`src/rtl/common.sv`:
```
// Shared definitions for the flash loader: controller FSM states and default
// host/instruction-memory widths.
package common;

    typedef enum logic [1:0] {
        LOAD = 2'd0,
        HOLD = 2'd1,
        RUN  = 2'd2
    } flash_state_t;

    localparam int DEF_WIDTH          = 32;
    localparam int DEF_ADDR_BITS      = 11;
    localparam int DEF_RELEASE_CYCLES = 3;

endpackage

```
`src/rtl/flash_ctrl.sv`:
```
// Boot loader: streams host (addr, data) beats into instruction memory while
// holding the CPU in reset, then releases it and hands the memory port to fetch.
module flash_ctrl
    import common::*;
#(
    parameter int WIDTH          = DEF_WIDTH,
    parameter int ADDR_BITS      = DEF_ADDR_BITS,
    parameter int RELEASE_CYCLES = DEF_RELEASE_CYCLES
) (
    input  logic                 clk,
    input  logic                 rst,
    input  logic                 host_valid,
    output logic                 host_ready,
    input  logic [WIDTH-1:0]     host_addr,
    input  logic [WIDTH-1:0]     host_data,
    input  logic                 host_last,
    input  logic                 reload_req,
    input  logic [WIDTH-1:0]     cpu_fetch_addr,
    output logic                 imem_we,
    output logic [ADDR_BITS-1:0] imem_addr,
    output logic [WIDTH-1:0]     imem_wdata,
    output logic                 cpu_rst,
    output logic                 boot_done,
    output logic                 load_err,
    output logic [ADDR_BITS-2:0] load_count
);

    localparam int                  HC_W      = (RELEASE_CYCLES > 1) ? $clog2(RELEASE_CYCLES) : 1;
    localparam logic [HC_W-1:0]     HOLD_LAST = HC_W'(RELEASE_CYCLES - 1);
    localparam logic [ADDR_BITS-2:0] COUNT_MAX = '1;

    flash_state_t         state_q, state_d;
    logic [HC_W-1:0]      hold_cnt_q, hold_cnt_d;
    logic                 wr_pend_q, wr_pend_d;
    logic [ADDR_BITS-1:0] wr_addr_q, wr_addr_d;
    logic [WIDTH-1:0]     wr_data_q, wr_data_d;
    logic                 load_err_q, load_err_d;
    logic [ADDR_BITS-2:0] load_count_q, load_count_d;
    logic                 cpu_rst_q, cpu_rst_d;
    logic                 boot_done_q, boot_done_d;

    logic accept;
    logic beat_ok;
    logic we_live;
    logic unused_fetch;

    assign unused_fetch = ^cpu_fetch_addr[WIDTH-1:ADDR_BITS];

    assign accept  = host_valid && (state_q == LOAD);
    assign beat_ok = (host_addr[1:0] == 2'b00) && !(|host_addr[WIDTH-1:ADDR_BITS]);
    // A write still pending when reset arrives must never reach the memory.
    assign we_live = wr_pend_q && !rst;

    // NOTE: every next-state signal gets its hold value first so no path through
    // the case statement can leave one unassigned and infer a latch.
    always_comb begin
        state_d      = state_q;
        hold_cnt_d   = hold_cnt_q;
        wr_pend_d    = accept && beat_ok;
        wr_addr_d    = wr_addr_q;
        wr_data_d    = wr_data_q;
        load_err_d   = load_err_q;
        load_count_d = load_count_q;

        if (accept && beat_ok) begin
            wr_addr_d = host_addr[ADDR_BITS-1:0];
            wr_data_d = host_data;
        end
        if (accept && !beat_ok) begin
            load_err_d = 1'b1;
        end
        if (wr_pend_q && (load_count_q != COUNT_MAX)) begin
            load_count_d = load_count_q + 1'b1;
        end

        case (state_q)
            LOAD: begin
                if (accept && host_last) begin
                    state_d    = HOLD;
                    hold_cnt_d = '0;
                end
            end
            HOLD: begin
                if (hold_cnt_q == HOLD_LAST) begin
                    state_d = RUN;
                end else begin
                    hold_cnt_d = hold_cnt_q + 1'b1;
                end
            end
            RUN: begin
                if (reload_req) begin
                    state_d      = LOAD;
                    load_count_d = '0;
                    load_err_d   = 1'b0;
                end
            end
            default: state_d = LOAD;
        endcase

        cpu_rst_d   = (state_d != RUN);
        boot_done_d = (state_d == RUN);
    end

    // NOTE: sequential state uses non-blocking assignments so every register
    // samples the pre-edge value of its inputs regardless of statement order.
    always_ff @(posedge clk) begin
        if (rst) begin
            state_q      <= LOAD;
            hold_cnt_q   <= '0;
            wr_pend_q    <= 1'b0;
            load_err_q   <= 1'b0;
            load_count_q <= '0;
            cpu_rst_q    <= 1'b1;
            boot_done_q  <= 1'b0;
        end else begin
            state_q      <= state_d;
            hold_cnt_q   <= hold_cnt_d;
            wr_pend_q    <= wr_pend_d;
            load_err_q   <= load_err_d;
            load_count_q <= load_count_d;
            cpu_rst_q    <= cpu_rst_d;
            boot_done_q  <= boot_done_d;
        end
    end

    // NOTE: the write address/data holding registers are left unreset; they are
    // only observed while wr_pend_q is set, which reset does clear.
    always_ff @(posedge clk) begin
        wr_addr_q <= wr_addr_d;
        wr_data_q <= wr_data_d;
    end

    assign host_ready = (state_q == LOAD);
    assign imem_we    = we_live;
    assign imem_addr  = we_live ? wr_addr_q : cpu_fetch_addr[ADDR_BITS-1:0];
    assign imem_wdata = we_live ? wr_data_q : '0;
    assign cpu_rst    = cpu_rst_q;
    assign boot_done  = boot_done_q;
    assign load_err   = load_err_q;
    assign load_count = load_count_q;

endmodule

```
`config.mk`:
```
export PLATFORM = sky130hd
export DESIGN_NAME = flash_ctrl
export DESIGN_NICKNAME = d
export VERILOG_FILES = /design/src/rtl/common.sv /design/src/rtl/flash_ctrl.sv
export SDC_FILE = /design/constraint.sdc
export NUM_CORES = 1
export LEC_CHECK = 0
export CAP_MARGIN = 20
export CELL_PAD_IN_SITES_DETAIL_PLACEMENT = 0
export CELL_PAD_IN_SITES_GLOBAL_PLACEMENT = 1
export CORE_MARGIN = 2
export CORE_UTILIZATION = 27
export CTS_BUF_LIST = sky130_fd_sc_hd__clkbuf_4 sky130_fd_sc_hd__clkbuf_8 sky130_fd_sc_hd__clkbuf_16
export CTS_CLUSTER_DIAMETER = 60
export CTS_CLUSTER_SIZE = 25
export DETAILED_ROUTE_END_ITERATION = 16
export PLACE_DENSITY = 0.86
export SYNTH_ARGS = -nofsm -noshare
export SYNTH_HDL_FRONTEND = slang
export SYNTH_SLANG_ARGS = --single-unit
```
`constraint.sdc`:
```
create_clock -name clk -period 5.4 [get_ports clk]
set_input_delay 0.54 -clock clk [delete_from_list [all_inputs] [get_ports clk]]
set_output_delay 0.54 -clock clk [all_outputs]
set_load 0.1 [all_outputs]
```
==> results of run 1 <==
[per-layer routing]
metal  part of all wire  up-vias  global-route usage
li1                   -      988                   -
met1               0.41      937               0.142
met2               0.51       87               0.215
met3              0.076        7              0.0557
met4             0.0085        0              0.0337
met5                  0        -                   0
[placed cells by master (no fill, tap or decap), types with 3 or more instances in the layout]
master / count
a21oi_1: 7
and2_1: 32
clkbuf_8: 9
clkdlybuf4s50_1: 137
dfxtp_1: 18
edfxtp_1: 43
inv_1: 3
mux2_2: 11
nand2_1: 7
nand3_1: 3
nor2_1: 12
nor4_1: 7
o21ai_0: 5
[cell families after synthesis]
logic type / Yosys count
AO/OA/AOI/OAI: 23
XOR/XNOR: 2
adder cells (fa/ha/maj): 2
buffers and inverters: 10
flip-flops: 61
multiplexers: 12
AND/OR/NAND/NOR: 81
[layout make-up]
class | count | area share
clock buffer | 9 | 0.0296
clock inverter | 6 | 0.0132
inverter | 3 | 0.00269
multi-input combinational | 120 | 0.196
sequential | 61 | 0.394
tap | 111 | 0.0332
timing repair buffer | 139 | 0.331
[per-stage QoR]
| stage | instance area (µm²) | hold slack (ps) | worst slack, ps | utilization | power [mW] |
|---|---|---|---|---|---|
| floorplan | 2510 | 461 | 21.9 | - | 0.569 |
| global placement | 4010 | 461 | 1780 | 0.440 | 0.638 |
| detailed placement | 4010 | 449 | 1780 | 0.440 | 0.641 |
| CTS | 4190 | 477 | 1770 | 0.460 | 1.02 |
| global route | 4190 | 486 | 1680 | 0.460 | 1.05 |
| finish | 4190 | 478 | 1800 | 0.460 | 1.00 |
[flip-flops by register name, indices dropped and copies added (netlist names)]
signal / count
wr_addr_q: 11
hold_cnt_q: 2
state_q: 2
wr_pend_q: 1
cpu_rst: 1
wr_data_q: 32
load_err: 1
boot_done: 1
load_count: 10
[critical path: cells and delay by family]
kind                   cells  cell delay (ps)
AND/OR/NAND/NOR            1              170
buffers and inverters      3             2100
multiplexers               1              240
[worst paths after layout]
check	to	cells past startpoint	slack (ps)
setup / recovery	imem_addr[6]	5	1800
hold / removal	load_err	2	480
setup reg to reg	load_count[2]	5	3780
hold reg to reg	load_err	2	480
[power by group]
part           total (mW)  internal, mW  switching, mW
Clock               0.372         0.205          0.166
Sequential          0.504         0.502        0.00181
Combinational       0.126        0.0658         0.0607
Total                1.00         0.773          0.229
==> flow_summary.ini, run 1 <==
[status]
status = finished, final reports clean

[timing]
hold_viol = 0
fin_setup_tns_ps = 0
rsz0062_at_grt = no
period_minus_slack_ps = 3600
max_freq_ghz = 0.278
fin_crit_sh = 0.667
setup_viol = 0
final.setup_skew_ps = 4.74
final_max_slew_viol_count = 0
worst_pin_slew_ps = 999
slew_headroom = 0.332

[floorplanning]
die_y_um = 100
coreArea_um2 = 9110
start_util = 0.275
rows = 35
dieArea_um2 = 10100
io_pins = 159
die_w_um = 100

[placement]
io_buffers = 137
gp_congestion = 0.757
dp_cells = 434
dp.final_hpwl_um = 4610

[layout]
drive_gt1_frac = 0.101
final_cells = 449
layout.nets = 437
diodes = 0
fill_cells = 859
seq_area_um2 = 1650
multi_input_area_um2 = 820
area_growth_pct = 67.0

[clock_tree]
cts_setup_buffers = 0
htree_levels = 3
cts_made_buffers = 9
cts_resized = 0
hold_buffers = 0
clockBufferDepth = 2
insertion_delay_ps = 320
cts_sinks = 61
cts_tree = yes
clk_pin_slew_ps = 70
cts-root-buf = clkbuf_8

[setup_path]
crit_type = in2out
worst_path_max_delay_cell = clkdlybuf4s50_1
r2r-start = load_count[0]
crit_chain = clkdlybuf4s50_1 > nor2b_2 > buf_4 > mux2_2 > clkdlybuf4s50_1
cpMostUsedCell = clkdlybuf4s50_1
startpoint_type = input pin
crit_path_max_incr_delay_ps = 1140
crit_path_start = rst
arrival_ps = 3060
cp-end-kind = output port
required_ps = 4860
critPathMaxFanout = 44

[yosys]
synth-adder-area-share = 0.00999
synth_ff_type = edfxtp_1
async_flop_share = 0
syn_nets = 294
synthSimpleGateAreaFrac = 0.195
synthCells = 191
synth_compound_area_frac = 0.0584
synth_top_area_share = 0.515
synth_xor_area_frac = 0.00699
netlist_top_cells_count = edfxtp_1 (43), and2_1 (32), dfxtp_1 (18), nor2_1 (12), mux2_2 (11)
synth_area_leaders = edfxtp_1 (52%), dfxtp_1 (14%), and2_1 (8.0%)
synth_edf_count = 43
synth_top_cell_by_area = edfxtp_1
synth_top_family_by_area = simple AND/OR/NAND/NOR gates
ys_seq_elements = 61
synth_cell_types = 38
syn_area_um2 = 2510
synth_most_common_cell = edfxtp_1
yosys_warnings = 0
synth.avg_cell_area_um2 = 13.1
yosysSeqAreaShare = 0.659
muxShareOfSynthArea = 0.0534

[routing]
drt-pass1-iter-count = 4
drt_iter0_drc = 51
vias = 2019
routed_via_density = 4.50
drc_errors = 0
detail-route-antenna-nets = 0
wl_um = 6140
wl_per_cell_um = 13.7

[min_path]
hp-class = reg2reg
hold_path_startpoint = load_err

[run]
max-cap-violations = 0

[global_route]
grt_max_degree = 45
overflow = 0
grt_pass1_vias = 1981
grt_pass1_wl_um = 9550
antenna_found_initial = 0
gr-usage-all-layers = 0.125

[power_and_ir_drop]
p_leak_nw = 1.42
ir_worst_vdd_mv = 0.129
p_per_area_nw_per_um2 = 239
Power figures use the tool's default switching activity.
==> inputs of run 2 (changes only) <==
--- a/config.mk
+++ b/config.mk
@@ -9,12 +9,12 @@
 export CELL_PAD_IN_SITES_DETAIL_PLACEMENT = 0
 export CELL_PAD_IN_SITES_GLOBAL_PLACEMENT = 1
 export CORE_MARGIN = 2
-export CORE_UTILIZATION = 27
+export CORE_UTILIZATION = 24
 export CTS_BUF_LIST = sky130_fd_sc_hd__clkbuf_4 sky130_fd_sc_hd__clkbuf_8 sky130_fd_sc_hd__clkbuf_16
 export CTS_CLUSTER_DIAMETER = 60
 export CTS_CLUSTER_SIZE = 25
 export DETAILED_ROUTE_END_ITERATION = 16
-export PLACE_DENSITY = 0.86
+export PLACE_DENSITY = 0.81
 export SYNTH_ARGS = -nofsm -noshare
 export SYNTH_HDL_FRONTEND = slang
 export SYNTH_SLANG_ARGS = --single-unit
==> constraint.sdc (replaced) <==
create_clock -name clk -period 3.1 [get_ports clk]
set_input_delay 0.31 -clock clk [delete_from_list [all_inputs] [get_ports clk]]
set_output_delay 0.31 -clock clk [all_outputs]
set_load 0.1 [all_outputs]
==> run 2 against run 1 <==
  * Critical path depth is the same
  * Worst setup slack lost 920 ps
  * Via count grew 1.1%
  * Sequential share of layout area shrank 4.0 points
  * Clock skew grew 4.1 ps
  * Final cell count grew 5.8%
  * Final area grew 11%
  * First-iteration DRC count shrank 7.8%
  * Wire length grew 8.9%
  * Worst hold slack lost 0.88 ps
  * Global-route usage shrank 0.49 points
  * Largest cell class is now buffers
  * Largest power group unchanged
==> flow_summary.ini, run 2 (synthesis results as in run 1) <==
[status]
status = finished, final reports clean

[clock_tree]
cts_sinks = 61
cts_made_buffers = 9
cts_tree = yes
cts_resized = 0
cts_setup_buffers = 0
insertion_delay_ps = 330
clk_pin_slew_ps = 60
cts-root-buf = clkbuf_8
clockBufferDepth = 2
htree_levels = 3
hold_buffers = 0

[global_route]
grt_pass1_vias = 2055
grt_max_degree = 45
gr-usage-all-layers = 0.120
overflow = 0
grt_pass1_wl_um = 10400
antenna_found_initial = 0

[timing]
final_max_slew_viol_count = 0
fin_crit_sh = 0.716
slew_headroom = 0.343
setup_viol = 0
max_freq_ghz = 0.450
rsz0062_at_grt = no
period_minus_slack_ps = 2220
setup_ws_ps = 880
hold_viol = 0
fin_setup_tns_ps = 0
timing.hold.ws_ps = 477
final.setup_skew_ps = 8.89
worst_pin_slew_ps = 983

[min_path]
hp-class = reg2reg

[setup_path]
crit_buf_inv = 3
critPathMaxFanout = 44
cp_top_family = buffers and inverters
crit_chain = clkdlybuf4s50_1 > nor2b_4 > buf_12 > mux2_2 > buf_12
cpMostUsedCell = buf_12
cp-end-kind = output port
arrival_ps = 1910
crit_type = in2out
startpoint_type = input pin
required_ps = 2790
worst_path_max_delay_cell = clkdlybuf4s50_1
crit_path_max_incr_delay_ps = 600

[routing]
vias = 2042
drt_iter0_drc = 47
detail-route-antenna-nets = 0
drt-pass1-iter-count = 4
wl_per_cell_um = 14.1
wl_um = 6690
routed_via_density = 4.30
drc_errors = 0

[floorplanning]
rows = 37
coreArea_um2 = 10200
die_y_um = 106
die_w_um = 106
dieArea_um2 = 11300
start_util = 0.245
io_pins = 159

[placement]
dp.final_hpwl_um = 5110
gp_congestion = 0.754
dpl-instance-area_um2 = 4490
preCtsSetupSlack_ps = 856
dp_cells = 459
io_buffers = 137

[layout]
drive_gt1_frac = 0.274
regMostFlops = wr_data_q
diodes = 0
layout.nets = 437
area_growth_pct = 85.8
final_cells = 475
final_area_um2 = 4660
final_cell_mix = clkdlybuf4s50_1 (82), buf_12 (46), edfxtp_1 (43)
final_common_cell = clkdlybuf4s50_1
fill_cells = 949
largest_register_ffs = 32
post-route-util = 0.455
seq_area_um2 = 1650
multi_input_area_um2 = 833

[power_and_ir_drop]
p_per_area_nw_per_um2 = 369
ir_worst_vdd_mv = 0.155
power_mw = 1.72
p_leak_nw = 1.67

[run]
max-cap-violations = 0
-- run 2: routing by layer --
layer  up-vias  wire (µm)  part of all wire  global-route usage
li1        990          -                 -                   -
met1       950       2770              0.41               0.143
met2        95       3330              0.50               0.201
met3         7        519             0.078              0.0399
met4         0         60            0.0090              0.0451
met5         -          0                 0                   0
-- run 2: worst paths after layout --
path / startpoint / end / slack [ps] / cells after the start
setup / recovery: rst / imem_addr[2] / 880 / 5
hold / removal: load_err / load_err / 480 / 2
setup reg to reg: load_count[0] / load_count[3] / 1490 / 5
hold reg to reg: load_err / load_err / 480 / 2
-- run 2: tightest hold or removal path, cell delays in order (launching register included) --
cell     delay (ps)
dfxtp_1         320
nand2_1          50
o31ai_1          50
-- run 2: where the power goes --
| part | total (mW) | internal [mW] | switching [mW] |
|---|---|---|---|
| Sequential | 0.877 | 0.874 | 0.00347 |
| Clock | 0.601 | 0.302 | 0.299 |
| Combinational | 0.241 | 0.131 | 0.110 |
| Total | 1.72 | 1.31 | 0.412 |
-- run 2: final cells by class --
| type | instances | share of cell area |
|---|---|---|
| Clock buffer | 11 | 0.0298 |
| Timing Repair Buffer | 139 | 0.392 |
| Multi-Input combinational cell | 120 | 0.179 |
| Clock inverter | 5 | 0.00591 |
| Inverter | 3 | 0.00242 |
| Sequential cell | 61 | 0.355 |
| Tap cell | 136 | 0.0365 |
==> inputs of run 3 (changes only) <==
--- a/config.mk
+++ b/config.mk
@@ -9,12 +9,12 @@
 export CELL_PAD_IN_SITES_DETAIL_PLACEMENT = 0
 export CELL_PAD_IN_SITES_GLOBAL_PLACEMENT = 1
 export CORE_MARGIN = 2
-export CORE_UTILIZATION = 24
+export CORE_UTILIZATION = 27
 export CTS_BUF_LIST = sky130_fd_sc_hd__clkbuf_4 sky130_fd_sc_hd__clkbuf_8 sky130_fd_sc_hd__clkbuf_16
 export CTS_CLUSTER_DIAMETER = 60
 export CTS_CLUSTER_SIZE = 25
 export DETAILED_ROUTE_END_ITERATION = 16
-export PLACE_DENSITY = 0.81
+export PLACE_DENSITY = 0.86
 export SYNTH_ARGS = -nofsm -noshare
 export SYNTH_HDL_FRONTEND = slang
 export SYNTH_SLANG_ARGS = --single-unit
==> constraint.sdc (replaced) <==
create_clock -name clk -period 2.1 [get_ports clk]
set_input_delay 0.21 -clock clk [delete_from_list [all_inputs] [get_ports clk]]
set_output_delay 0.21 -clock clk [all_outputs]
set_load 0.1 [all_outputs]
==> run 3 against run 2 <==
  * Clock skew shrank 2.3 ps
  * Global-route usage rose by 0.60 points
  * Register-to-register slack worse by 930 ps
  * Worst hold slack lost 45 ps
  * Critical path depth decreased by 1
==> flow_summary.ini, run 3 (synthesis results as in run 1) <==
[status]
status = finished, final reports clean

[timing]
fin_setup_tns_ps = 0
setup_viol = 0
period_minus_slack_ps = 1850
final_max_slew_viol_count = 0
max_freq_ghz = 0.540
fin_crit_sh = 0.882
slew_headroom = 0.703
hold_viol = 0
worst_pin_slew_ps = 442
rsz0062_at_grt = no
timing.hold.ws_ps = 432
setup_ws_ps = 247
final.setup_skew_ps = 6.62

[global_route]
grt_pass1_vias = 2011
grt_util_met2 = 0.215
grt_pass1_wl_um = 9780
antenna_found_initial = 0
use_met1 = 0.152
overflow = 0
grt_max_degree = 45
gr-usage-all-layers = 0.126
grt_busiest_layer = met2
met3_usage = 0.0418

[layout]
layout.nets = 441
drive_gt1_frac = 0.332
area_growth_pct = 88.4
regMostFlops = wr_data_q
diodes = 0
final_common_cell = clkdlybuf4s50_1
largest_register_ffs = 32
final_cell_mix = clkdlybuf4s50_1 (79), buf_12 (46), edfxtp_1 (43)

[setup_path]
crit_path_max_incr_delay_ps = 390
cp-end-kind = output port
startpoint_type = flip-flop
cpMostUsedCell = buf_12
arrival_ps = 1640
critPathMaxFanout = 44
required_ps = 1890
crit_type = reg2out
worst_path_max_delay_cell = mux2_2
crit_chain = nor2b_2 > buf_12 > mux2_2 > buf_12

[min_path]
hp-class = in2reg

[power_and_ir_drop]
p_clk_frac = 0.405
ir_worst_vdd_mv = 0.477
seq_power_share = 0.466
pwr-share-comb = 0.129
switchingPower_uw = 618
p_per_area_nw_per_um2 = 590
p_leak_nw = 1.72
p_sw_frac = 0.222
internal_power_mw = 2.17

[routing]
wl_um = 6190
wl_per_cell_um = 13.6
vias = 2043
drt-pass1-iter-count = 4
drc_errors = 0
detail-route-antenna-nets = 0
drt_iter0_drc = 30
routed_via_density = 4.50

[placement]
gp_congestion = 0.809
dp.final_hpwl_um = 4810
io_buffers = 137
preCtsSetupSlack_ps = 14.7

[clock_tree]
clockBufferDepth = 2
cts-root-buf = clkbuf_8
cts_made_buffers = 9
cts_resized = 0
cts_setup_buffers = 0
htree_levels = 3
insertion_delay_ps = 330
cts_sinks = 61
clk_pin_slew_ps = 70
cts_tree = yes
hold_buffers = 0

[floorplanning]
rows = 35
coreArea_um2 = 9110
io_pins = 159
start_util = 0.275
die_w_um = 100
die_y_um = 100
dieArea_um2 = 10100

[run]
max-cap-violations = 0
## run 3: cell count changes in the layout (fill, tap and decap cells not counted), moves of 4 or more
cell / delta
and2_1: -9
and2_2: +9
buf_4: +7
clkinv_2: -4
dfxtp_2: +5
dfxtp_1: -5
## run 3: area by class of cell
type	instances	area (µm²)
Clock inverter	6	87.6
Fill cell	779	4390
Sequential cell	61	1660
Inverter	3	11.3
Clock buffer	10	131
Multi-Input combinational cell	120	847
Timing Repair Buffer	143	1850
Tap cell	111	139
## run 3: stage by stage
| stage | std cells | instance area [µm²] | utilization | total power [mW] |
|---|---|---|---|---|
| finish | 454 | 4720 | 0.518 | 2.78 |
| global route | 454 | 4720 | 0.518 | 2.89 |
| CTS | 454 | 4720 | 0.518 | 2.83 |
| detailed placement | 438 | 4500 | 0.494 | 1.68 |
| global placement | 438 | 4500 | 0.494 | 1.68 |
| floorplan | 191 | 2550 | - | 1.47 |
## run 3: power groups by stage
stage	clock, mW	sequential (mW)	combinational, mW
2_1_floorplan	0	1.34	0.130
3_3_place_gp	0	1.32	0.356
3_5_place_dp	0	1.32	0.361
4_1_cts	1.17	1.30	0.362
5_1_grt	1.22	1.30	0.377
6_report	1.13	1.30	0.359
## run 3: worst max-delay path, delay by kind of cell (launching register included)
| family | cells | cell delay, ps |
|---|---|---|
| muxes | 1 | 390 |
| buffers and inverters | 2 | 380 |
| DFF | 1 | 330 |
| and+or+nand+nor | 1 | 190 |
## run 3: layer usage
metal,routed length [µm],up-vias
met3,417,5
met5,0,-
met1,2590,939
li1,-,1003
met2,3140,96
met4,53,0
## run 3: path summary, 6_finish.rpt
check	start	endpoint	slack [ps]	cells after the start
worst min register to register	load_err	load_err	490	2
worst min-delay path	host_data[12]	wr_data_q[12]	430	1
worst max-delay path	wr_pend_q	imem_addr[8]	250	4
worst max register to register	load_count[0]	load_count[2]	560	5
